### src/rtl/ps2_pkg.sv
// ps2_pkg
// Shared definitions for the PS/2 mouse bring-up logic: command and
// response byte values, the down-counter width and the state encoding of
// the initialisation sequencer.
// No ports (package).

package ps2_pkg;

    // Host-to-mouse command bytes
    localparam logic [7:0] CMD_RESET    = 8'hFF;
    localparam logic [7:0] CMD_ENABLE   = 8'hF4;
    localparam logic [7:0] CMD_SET_RATE = 8'hF3;

    // Mouse-to-host response bytes
    localparam logic [7:0] RSP_ACK      = 8'hFA;
    localparam logic [7:0] RSP_RESEND   = 8'hFE;
    localparam logic [7:0] RSP_BAT_OK   = 8'hAA;
    localparam logic [7:0] RSP_BAT_ERR  = 8'hFC;
    localparam logic [7:0] RSP_ID_STD   = 8'h00;

    // Wide enough for a one second BAT wait at 100 MHz
    localparam int TIMER_W = 27;

    typedef enum logic [3:0] {
        ST_IDLE,
        ST_SEND_RST,
        ST_WAIT_TX,
        ST_WAIT_RST_ACK,
        ST_WAIT_BAT,
        ST_WAIT_ID,
        ST_SEND_RATE_CMD,
        ST_WAIT_RATE_CMD_ACK,
        ST_SEND_RATE_VAL,
        ST_WAIT_RATE_VAL_ACK,
        ST_SEND_EN,
        ST_WAIT_EN_ACK,
        ST_STREAM,
        ST_ERROR
    } init_state_t;

    // States guarded by the shared timeout counter
    function automatic logic is_wait_state(init_state_t s);
        return (s == ST_WAIT_TX)           || (s == ST_WAIT_RST_ACK) ||
               (s == ST_WAIT_BAT)          || (s == ST_WAIT_ID)      ||
               (s == ST_WAIT_RATE_CMD_ACK) || (s == ST_WAIT_RATE_VAL_ACK) ||
               (s == ST_WAIT_EN_ACK);
    endfunction

    // States that drive a command byte to the transmitter
    function automatic logic is_send_state(init_state_t s);
        return (s == ST_SEND_RST) || (s == ST_SEND_RATE_CMD) ||
               (s == ST_SEND_RATE_VAL) || (s == ST_SEND_EN);
    endfunction

endpackage

### src/rtl/ps2_timeout_timer.sv
// ps2_timeout_timer
// Loadable down-counter used as the shared timeout for every wait state.
// The count stops at zero; expired stays high until the next load.
// Ports:
//   clk        in   system clock
//   reset      in   asynchronous active-low reset (count cleared)
//   load       in   load load_value this cycle
//   load_value in   WIDTH-bit reload value
//   expired    out  count has reached zero

module ps2_timeout_timer #(
    parameter int WIDTH = 27
) (
    input  logic             clk,
    input  logic             reset,
    input  logic             load,
    input  logic [WIDTH-1:0] load_value,
    output logic             expired
);

    logic [WIDTH-1:0] count;

    always_ff @(posedge clk or negedge reset) begin
        if (!reset) begin
            count <= '0;
        end else if (load) begin
            count <= load_value;
        end else if (count != '0) begin
            count <= count - WIDTH'(1);
        end
    end

    assign expired = (count == '0);

endmodule

### src/rtl/ps2_mouse_init_ctrl.sv
// ps2_mouse_init_ctrl
// Brings up a PS/2 mouse through the existing host transmitter and mouse
// receiver: Reset (FF) with ACK, BAT and ID checks, then Enable Data
// Reporting (F4) with ACK, after which stream_en opens the packet assembler.
// Timeouts, BAT/ID failures and resend requests are retried up to MAX_RETRY
// times before the block parks in ERROR.
// Optional feature macro: PS2_SAMPLE_RATE_EN -- when defined, a Set Sample
// Rate (F3, SAMPLE_RATE) exchange is inserted between the ID check and F4.
// Ports:
//   clk        in   system clock (100 MHz)
//   reset      in   asynchronous active-low reset
//   start      in   one-cycle request to (re)start initialisation
//   tx_start   out  one-cycle transmit request, tx_data valid with it
//   tx_data    out  command byte for the transmitter
//   tx_done    in   one-cycle pulse when the transmitter finished a byte
//   rx_done    in   one-cycle pulse from the mouse receiver
//   rx_data    in   received byte, valid with rx_done
//   stream_en  out  high in STREAM
//   init_busy  out  high while the sequence is in progress
//   init_error out  high in ERROR
//   retry_cnt  out  retries consumed so far

module ps2_mouse_init_ctrl
    import ps2_pkg::*;
#(
    parameter int         ACK_TIMEOUT = 2_000_000,
    parameter int         BAT_TIMEOUT = 100_000_000,
    parameter int         MAX_RETRY   = 3,
    parameter logic [7:0] SAMPLE_RATE = 8'd100
) (
    input  logic       clk,
    input  logic       reset,
    input  logic       start,
    output logic       tx_start,
    output logic [7:0] tx_data,
    input  logic       tx_done,
    input  logic       rx_done,
    input  logic [7:0] rx_data,
    output logic       stream_en,
    output logic       init_busy,
    output logic       init_error,
    output logic [1:0] retry_cnt
);

    localparam logic [TIMER_W-1:0] ACK_LOAD  = TIMER_W'(ACK_TIMEOUT);
    localparam logic [TIMER_W-1:0] BAT_LOAD  = TIMER_W'(BAT_TIMEOUT);
    localparam logic [1:0]         RETRY_MAX = 2'(MAX_RETRY);

    init_state_t        state, next_state;
    init_state_t        ack_state, ack_state_next;
    init_state_t        retry_target;
    logic [1:0]         retry_next;
    logic [7:0]         tx_data_next;
    logic               need_retry;
    logic               timer_load;
    logic [TIMER_W-1:0] timer_value;
    logic               timer_expired;

    ps2_timeout_timer #(
        .WIDTH (TIMER_W)
    ) u_timer (
        .clk        (clk),
        .reset      (reset),
        .load       (timer_load),
        .load_value (timer_value),
        .expired    (timer_expired)
    );

    // ack_state remembers which response the shared WAIT_TX leads to;
    // tx_data holds the byte of the current SEND state.
    always_ff @(posedge clk or negedge reset) begin
        if (!reset) begin
            state     <= ST_IDLE;
            ack_state <= ST_IDLE;
            retry_cnt <= 2'd0;
            tx_data   <= 8'h00;
        end else begin
            state     <= next_state;
            ack_state <= ack_state_next;
            retry_cnt <= retry_next;
            tx_data   <= tx_data_next;
        end
    end

    // Next-state logic. Wait states give rx_done/tx_done priority over the
    // timer. A retry goes to retry_target: SEND_RST for a full restart,
    // or the current SEND state for a resend request.
    always_comb begin
        next_state     = state;
        ack_state_next = ack_state;
        retry_next     = retry_cnt;
        tx_data_next   = tx_data;
        need_retry     = 1'b0;
        retry_target   = ST_SEND_RST;
        timer_load     = 1'b0;
        timer_value    = ACK_LOAD;

        case (state)
            ST_IDLE, ST_STREAM, ST_ERROR: begin
                if (start) begin
                    retry_next = 2'd0;
                    next_state = ST_SEND_RST;
                end
            end
            ST_SEND_RST: begin
                next_state     = ST_WAIT_TX;
                ack_state_next = ST_WAIT_RST_ACK;
            end
            ST_SEND_RATE_CMD: begin
                next_state     = ST_WAIT_TX;
                ack_state_next = ST_WAIT_RATE_CMD_ACK;
            end
            ST_SEND_RATE_VAL: begin
                next_state     = ST_WAIT_TX;
                ack_state_next = ST_WAIT_RATE_VAL_ACK;
            end
            ST_SEND_EN: begin
                next_state     = ST_WAIT_TX;
                ack_state_next = ST_WAIT_EN_ACK;
            end
            ST_WAIT_TX: begin
                if (tx_done) begin
                    next_state = ack_state;
                end else if (timer_expired) begin
                    need_retry = 1'b1;
                end
            end
            ST_WAIT_RST_ACK: begin
                if (rx_done) begin
                    if (rx_data == RSP_ACK) begin
                        next_state = ST_WAIT_BAT;
                    end else if (rx_data == RSP_RESEND) begin
                        need_retry = 1'b1;
                    end
                end else if (timer_expired) begin
                    need_retry = 1'b1;
                end
            end
            ST_WAIT_BAT: begin
                if (rx_done) begin
                    if (rx_data == RSP_BAT_OK) begin
                        next_state = ST_WAIT_ID;
                    end else if (rx_data == RSP_BAT_ERR) begin
                        need_retry = 1'b1;
                    end
                end else if (timer_expired) begin
                    need_retry = 1'b1;
                end
            end
            ST_WAIT_ID: begin
                // Unlike the other waits, any unexpected ID forces a retry.
                if (rx_done) begin
                    if (rx_data == RSP_ID_STD) begin
`ifdef PS2_SAMPLE_RATE_EN
                        next_state = ST_SEND_RATE_CMD;
`else
                        next_state = ST_SEND_EN;
`endif
                    end else begin
                        need_retry = 1'b1;
                    end
                end else if (timer_expired) begin
                    need_retry = 1'b1;
                end
            end
            ST_WAIT_RATE_CMD_ACK: begin
                if (rx_done) begin
                    if (rx_data == RSP_ACK) begin
                        next_state = ST_SEND_RATE_VAL;
                    end else if (rx_data == RSP_RESEND) begin
                        need_retry   = 1'b1;
                        retry_target = ST_SEND_RATE_CMD;
                    end
                end else if (timer_expired) begin
                    need_retry = 1'b1;
                end
            end
            ST_WAIT_RATE_VAL_ACK: begin
                if (rx_done) begin
                    if (rx_data == RSP_ACK) begin
                        next_state = ST_SEND_EN;
                    end else if (rx_data == RSP_RESEND) begin
                        need_retry   = 1'b1;
                        retry_target = ST_SEND_RATE_VAL;
                    end
                end else if (timer_expired) begin
                    need_retry = 1'b1;
                end
            end
            ST_WAIT_EN_ACK: begin
                if (rx_done) begin
                    if (rx_data == RSP_ACK) begin
                        next_state = ST_STREAM;
                    end else if (rx_data == RSP_RESEND) begin
                        need_retry   = 1'b1;
                        retry_target = ST_SEND_EN;
                    end
                end else if (timer_expired) begin
                    need_retry = 1'b1;
                end
            end
            default: begin
                next_state = ST_IDLE;
            end
        endcase

        if (need_retry) begin
            if (retry_cnt == RETRY_MAX) begin
                next_state = ST_ERROR;
            end else begin
                retry_next = retry_cnt + 2'd1;
                next_state = retry_target;
            end
        end

        // Latch the command byte so it is valid throughout the SEND cycle.
        case (next_state)
            ST_SEND_RST:      tx_data_next = CMD_RESET;
            ST_SEND_RATE_CMD: tx_data_next = CMD_SET_RATE;
            ST_SEND_RATE_VAL: tx_data_next = SAMPLE_RATE;
            ST_SEND_EN:       tx_data_next = CMD_ENABLE;
            default:          tx_data_next = tx_data;
        endcase

        // Reload the shared timer only when a wait state is newly entered.
        if ((next_state != state) && is_wait_state(next_state)) begin
            timer_load = 1'b1;
        end
        if (next_state == ST_WAIT_BAT) begin
            timer_value = BAT_LOAD;
        end
    end

    assign tx_start   = is_send_state(state);
    assign stream_en  = (state == ST_STREAM);
    assign init_error = (state == ST_ERROR);
    assign init_busy  = (state != ST_IDLE) && (state != ST_STREAM) &&
                        (state != ST_ERROR);

endmodule

### config.mk
export PLATFORM = sky130hd
export DESIGN_NAME = ps2_mouse_init_ctrl
export DESIGN_NICKNAME = d
export VERILOG_FILES = /design/src/rtl/ps2_pkg.sv /design/src/rtl/ps2_timeout_timer.sv /design/src/rtl/ps2_mouse_init_ctrl.sv
export SDC_FILE = /design/constraint.sdc
export NUM_CORES = 1
export LEC_CHECK = 0
export CORE_MARGIN = 1.5
export CORE_UTILIZATION = 53
export DETAILED_ROUTE_END_ITERATION = 12
export GPL_TIMING_DRIVEN = 0
export PLACE_DENSITY = 0.87
export SYNTH_ARGS = -nofsm -noshare
export SYNTH_HDL_FRONTEND = slang
export SYNTH_SLANG_ARGS = --single-unit
### constraint.sdc
create_clock -name clk -period 3.3 [get_ports clk]
set_clock_uncertainty 0.1 [all_clocks]
set_input_delay 0.495 -clock clk [delete_from_list [all_inputs] [get_ports clk]]
set_output_delay 0.495 -clock clk [all_outputs]
set_load 0.02 [all_outputs]
After elaboration in Yosys (flattened, before gate mapping):

Cells that the tools add are included.

* register bits: 45
* bits in latches: 0
* memory bits (writable): 0
* ROM bits: 0
* output and inout port bits: 14
* logic and storage cells: 110
* memories kept: 0

* add/subtract/negate cells: 2
* multipliers: 0
* div/mod/pow operators: 0
* $lt $le $gt $ge: 0
* equal/unequal tests: 32
* shifts and indexed selects: 0
* multiplexer cells: 48
* bitwise operators: 0
* reductions and logical operators: 23

Operators by type and width (number)
* 2-to-1 mux 4 bit: 22
* 2-to-1 mux 27 bit: 3
* equality test 4 bit (second input constant): 10
* case mux 4 bit (9 select lines): 1
* equality test 4 x 3 -> 1 bit (second input constant): 8
* equality test 8 bit (second input constant): 4
* case mux 8 bit (4 select lines): 1
* logical NOT 27 bit: 1
* nonzero test 27 bit: 1
* subtractor 27 x 1 -> 27 bit (second input constant): 1
* equality test 4 x 2 -> 1 bit (second input constant): 4
* case mux 4 bit (4 select lines): 1
* case mux 4 bit (3 select lines): 1
* nonzero test 4 bit: 3
* 2-to-1 mux 1 bit: 11
* logical OR 1 bit: 9
* 2-to-1 mux 3 bit: 3
* equality test 4 x 1 -> 1 bit (second input constant): 2
* logical NOT 8 bit: 1
* 2-to-1 mux 2 bit: 4
* inequality test 4 bit (second input constant): 2
* OR reduction 4 bit: 2
* logical NOT 4 bit: 1
* inequality test 4 bit: 1
* 6 further kinds: 8

Longest topological paths before layout:

* depth after elaboration: 17
* gate-level depth with buffers: 13
* gate-level depth less buffers: 11

Hierarchy:

From an unflattened synthesis, not the netlist that was laid out.

* cells, all modules: 340
* area total of the unflattened synthesis: 3015.4 um2

By module, submodules not included
* ps2_timeout_timer: instances 1, cells each 170, area an instance 1635.3 um2
* ps2_mouse_init_ctrl: instances 1, cells each 170, area an instance 1380.1 um2

Worst setup path after synthesis:

OpenSTA, ideal clock, no wires.

* path kind: input -> register
* start: in rx_done
* end: reg u_timer.count[4]
* setup time: 0.119 ns
* arrival time: 3.059 ns
* required time: 3.081 ns
* slack: 0.022 ns
* stages on the path: 12
* path buffers: 3
* cell sequence: buf_4 -> or4b_4 -> o31ai_4 -> o31ai_2 -> and2_4 -> nor2_4 -> mux2i_4 -> o211ai_1 -> o22a_1 -> buf_6 -> buf_4 -> and2_1

* longest elaborated chain between the ends: 14

RTL lines
* from (decl): line ps2_mouse_init_ctrl.sv:37 `input logic rx_done,`
* 2-to-1 mux 4 bit (tied with other cells): line ps2_mouse_init_ctrl.sv:191 `if (rx_done) begin`
* case mux 4 bit (3 select lines): line ps2_mouse_init_ctrl.sv:98 `case (state)`
* 2-to-1 mux 4 bit: line ps2_mouse_init_ctrl.sv:208 `if (retry_cnt == RETRY_MAX) begin`
* 2-to-1 mux 4 bit (*): line ps2_mouse_init_ctrl.sv:207 `if (need_retry) begin`
* equality test 4 x 2 -> 1 bit: line ps2_pkg.sv:43 `return (s == ST_WAIT_TX) || (s == ST_WAIT_RST_ACK) ||`
* logical OR 1 bit (2 in series): line ps2_pkg.sv:43
* logical OR 1 bit (2 in series): line ps2_pkg.sv:44 `(s == ST_WAIT_BAT) || (s == ST_WAIT_ID) ||`
* logical OR 1 bit (2 in series): line ps2_pkg.sv:45 `(s == ST_WAIT_RATE_CMD_ACK) || (s == ST_WAIT_RATE_VAL_ACK) ||`
* logical AND 1 bit (*): line ps2_mouse_init_ctrl.sv:226 `if ((next_state != state) && is_wait_state(next_state)) begin`
* 2-to-1 mux 1 bit (*): line ps2_mouse_init_ctrl.sv:226
* 2-to-1 mux 27 bit or nonzero test 2 bit (tied branches)
* to (signal assigned): line ps2_timeout_timer.sv:27 `count <= load_value;`
* to (signal assigned): line ps2_timeout_timer.sv:29 `count <= count - WIDTH'(1);`
* to (decl): line ps2_timeout_timer.sv:21 `logic [WIDTH-1:0] count;`

Every way passes the cells marked *; elsewhere a longest branch is shown, timed or not.
A chain may end at the register's enable or synchronous reset.

Worst setup path after layout:

* start: reg u_timer.count[18]
* end: reg u_timer.count[13]

* longest elaborated chain between the ends: 15

RTL lines
* logical NOT 27 bit: line ps2_timeout_timer.sv:33 `assign expired = (count == '0);`
* 2-to-1 mux 1 bit
* 2-to-1 mux 1 bit (on tied branches)
* case mux 1 bit (4 select lines): line ps2_mouse_init_ctrl.sv:98
* 2-to-1 mux 4 bit: line ps2_mouse_init_ctrl.sv:207
* equality test 4 x 2 -> 1 bit: line ps2_pkg.sv:43
* logical OR 1 bit (2 in series): line ps2_pkg.sv:43
* logical OR 1 bit (2 in series): line ps2_pkg.sv:44
* logical OR 1 bit (2 in series): line ps2_pkg.sv:45
* logical AND 1 bit: line ps2_mouse_init_ctrl.sv:226
* 2-to-1 mux 1 bit: line ps2_mouse_init_ctrl.sv:226
* 2-to-1 mux 27 bit or nonzero test 2 bit (tied branches)

Several ways; a longest one is shown, not always the timed one.

==> impl_metrics.json <==
{
  "finalCritPeriodShare_pct": 99.3,
  "pwr-share-comb_pct": 73.2,
  "viasPerCell": 6.43,
  "area_growth_pct": 27.3,
  "synth.ff_latch_count": 42,
  "setup_viol": 0,
  "ant_nets": 0,
  "rows": 27,
  "setup.worst_path.end_class": "flip-flop",
  "yosysWarnings": 0,
  "tns_ns": 0,
  "cp.required_ns": 3.41,
  "cts-buffers-inserted": 5,
  "dpl.cell_count": 449,
  "ys_async_sr_fraction_pct": 100,
  "die_x_um": 79.3,
  "synth_ff_type": "dfrtp_1",
  "met2_usage_pct": 45.0,
  "cts-root-buf": "clkbuf_8",
  "crit_arrival_ns": 3.38,
  "die_h_um": 79.3,
  "core_region_area_mm2": 0.00557,
  "dp_hpwl_mm": 5.26,
  "synth_top_cell_area_share_pct": 34.1,
  "synth_area_per_cell_um2": 8.78,
  "top_usage_layer": "met2",
  "clkSlewWorstSetupHoldPaths_ns": 0.08,
  "slew_headroom_pct": 59.7,
  "max-vdd-ir-drop_v": 0.000659,
  "drive_above_1_share_pct": 21.6,
  "drc_errors": 0,
  "ys_seq_area_share_pct": 34.1,
  "cap_viol_max_count": 0,
  "antenna_found_initial": 0,
  "antenna_cells": 0,
  "htree_levels": 2,
  "power_frac_seq_pct": 19.7,
  "clockPowerShare_pct": 7.1,
  "gp_congestion": 0.982,
  "grt_use_met3_pct": 3.68,
  "maxSlewViolCount": 0,
  "fmax_mhz": 305,
  "clock_path_buffers": 2,
  "first_pass_iters": 5,
  "reg2reg_slack_ns": 0.02,
  "grt_pass1_wl_mm": 13.2,
  "hold_class": "input port to async pin",
  "switching_power_mw": 2.02,
  "outcome": "finished, final reports clean",
  "clock_latency_ns": 0.29,
  "syn_area_mm2": 0.00308,
  "nNetsFinal": 419,
  "power_density_mw_per_mm2": 1120,
  "hold_viol": 0,
  "internal_power_mw": 2.37,
  "grt_start_max_net_pins": 43,
  "cts_sinks": 42,
  "synthCells": 351,
  "fin_hold_ws_ns": 0.0585,
  "synth_area_leaders": "dfrtp_1 34%, nand2_1 5.0%, mux2i_1 4.9%",
  "grt-ovfl-total": 0,
  "start_util_pct": 55.3,
  "worstMarginPinSlew_ns": 0.598,
  "instances_no_fill": 475,
  "die-area_mm2": 0.00628,
  "synth_edf_count": 0,
  "synthDistinctLibCells": 70,
  "power_switching_share_pct": 46.0,
  "grt_pass1_vias": 2912,
  "io_pins": 27,
  "cts_tree": "done",
  "path_class": "flip-flop to flip-flop",
  "grt_setup_unrepaired": "yes",
  "cp-start-kind": "flip-flop",
  "drt_wl_total_mm": 8.79,
  "drtIter0Drc": 281,
  "min_period_ns": 3.28,
  "wire_per_inst_um": 18.5,
  "met1_usage_pct": 33.2,
  "io_buffers": 25,
  "syn-num-nets": 367,
  "p_leak_nw": 1.61,
  "vias": 3052,
  "post-synth-top-area-cell": "dfrtp_1",
  "path_max_fanout": 6,
  "grt_usage_pct": 26.5
}
-- flip-flops by register name, indices dropped and copies added (netlist names) --
signal	flops
ack_state	4
retry_cnt	2
state	4
tx_data	5
u_timer.count	27
-- worst max-delay path, stage by stage (launching register included) --
cell and delay [ns]:
dfrtp_1 0.43, nor4_2 0.41, nand2_1 0.17, or4_4 0.55, o21a_1 0.23, a22oi_2 0.30, a21boi_4 0.11, nor3_2 0.19
o22a_1 0.20, buf_6 0.15, buf_4 0.15, mux2i_1 0.19
-- cell type report --
cell class | instances | area, um2
multi-input combinational | 278 | 2110
fill | 405 | 1650
sequential | 42 | 1050
timing repair buffer | 47 | 442
buffer | 19 | 113
tap | 72 | 90.1
clock buffer | 7 | 76.3
inverter | 10 | 40.0
-- synthesized netlist by cell type (3+ instances only) --
cell / n
clkbuf_1: 11
a21oi_1: 13
or3_1: 3
or4_1: 3
nor4_1: 13
nor2_1: 20
dfrtp_1: 42
nand2b_1: 10
and3_1: 3
nand2_1: 41
o211ai_1: 6
o21ai_0: 12
nand3b_1: 5
or2_2: 3
ha_1: 3
nand4_1: 7
xor2_1: 13
inv_1: 8
mux2i_1: 15
nor2b_1: 3
and4_1: 3
nand3_1: 7
and2_1: 13
nand4b_1: 3
buf_4: 5
xnor2_1: 14
nor3_1: 16
o2bb2ai_1: 3
-- placed cells by master (no fill, tap or decap), drive strengths merged, types with 4 or more instances in the layout --
cell type	n
a21oi	14
and2	14
buf	33
clkbuf	17
clkdlybuf4s50	17
dfrtp	42
inv	10
mux2i	16
nand2	41
nand2b	10
nand3	7
nand3b	5
nand4	7
nor2	21
nor3	16
nor4	13
o211ai	6
o21ai	14
o31ai	4
or4	4
xnor2	14
xor2	13
-- kinds of logic after synthesis --
| group | synth area share (%) |
|---|---|
| xor gates and xnor gates | 7.67 |
| DFF | 34.1 |
| muxes | 5.97 |
| buffers and inverters | 5.16 |
| adders and majority gates | 1.22 |
| AOI/OAI and AO/OA | 16.1 |
| and+or+nand+nor | 29.8 |
-- per-layer routing --
layer  vias up  wire (um)
li1       1386          -
met1      1470       3550
met2       164       4480
met3        32        503
met4         0        262
met5         -          0
-- power groups by stage --
stage               logic (mW)  clock network, mW  registers, mW
floorplan                 1.83                  0          0.850
global placement          2.33                  0          0.845
detailed placement        2.37                  0          0.855
CTS                       2.88              0.312          0.850
global route              3.42              0.333          0.884
finish                    3.21              0.310          0.867
-- timing repair --
| item | in CTS | in global routing |
|---|---|---|
| gates resized for setup | 33 | 31 |
| setup buffers | 16 | 4 |
| setup endpoints to repair | 32 | 29 |
| pin swaps | 18 | 11 |
| gates cloned | 1 | 0 |
| hold buffers | 0 | 0 |
-- worst paths after layout --
| kind | end | startpoint | depth (start not counted) |
|---|---|---|---|
| min in group clk | ack_state[0] | ack_state[0] | 1 |
| setup reg to reg | u_timer.count[13] | u_timer.count[18] | 11 |
| max in group asynchronous | state[0] | reset | 2 |
| hold reg to reg | ack_state[0] | ack_state[0] | 1 |
| hold / removal | u_timer.count[25] | reset | 2 |
| setup / recovery | u_timer.count[13] | u_timer.count[18] | 11 |
-- per-stage QoR --
step | utilization, % | worst slack (ns) | power, mW | cell area [um2]
finish | 70.4 | 0.0235 | 4.39 | 3920
global route | 70.4 | -0.0744 | 4.64 | 3920
CTS | 67.7 | 0.0188 | 4.04 | 3770
detailed placement | 61.7 | -0.837 | 3.22 | 3440
global placement | 61.4 | -0.789 | 3.17 | 3420
floorplan | - | 0.0218 | 2.68 | 3080
Note: power is estimated with default switching activity, not from simulation.
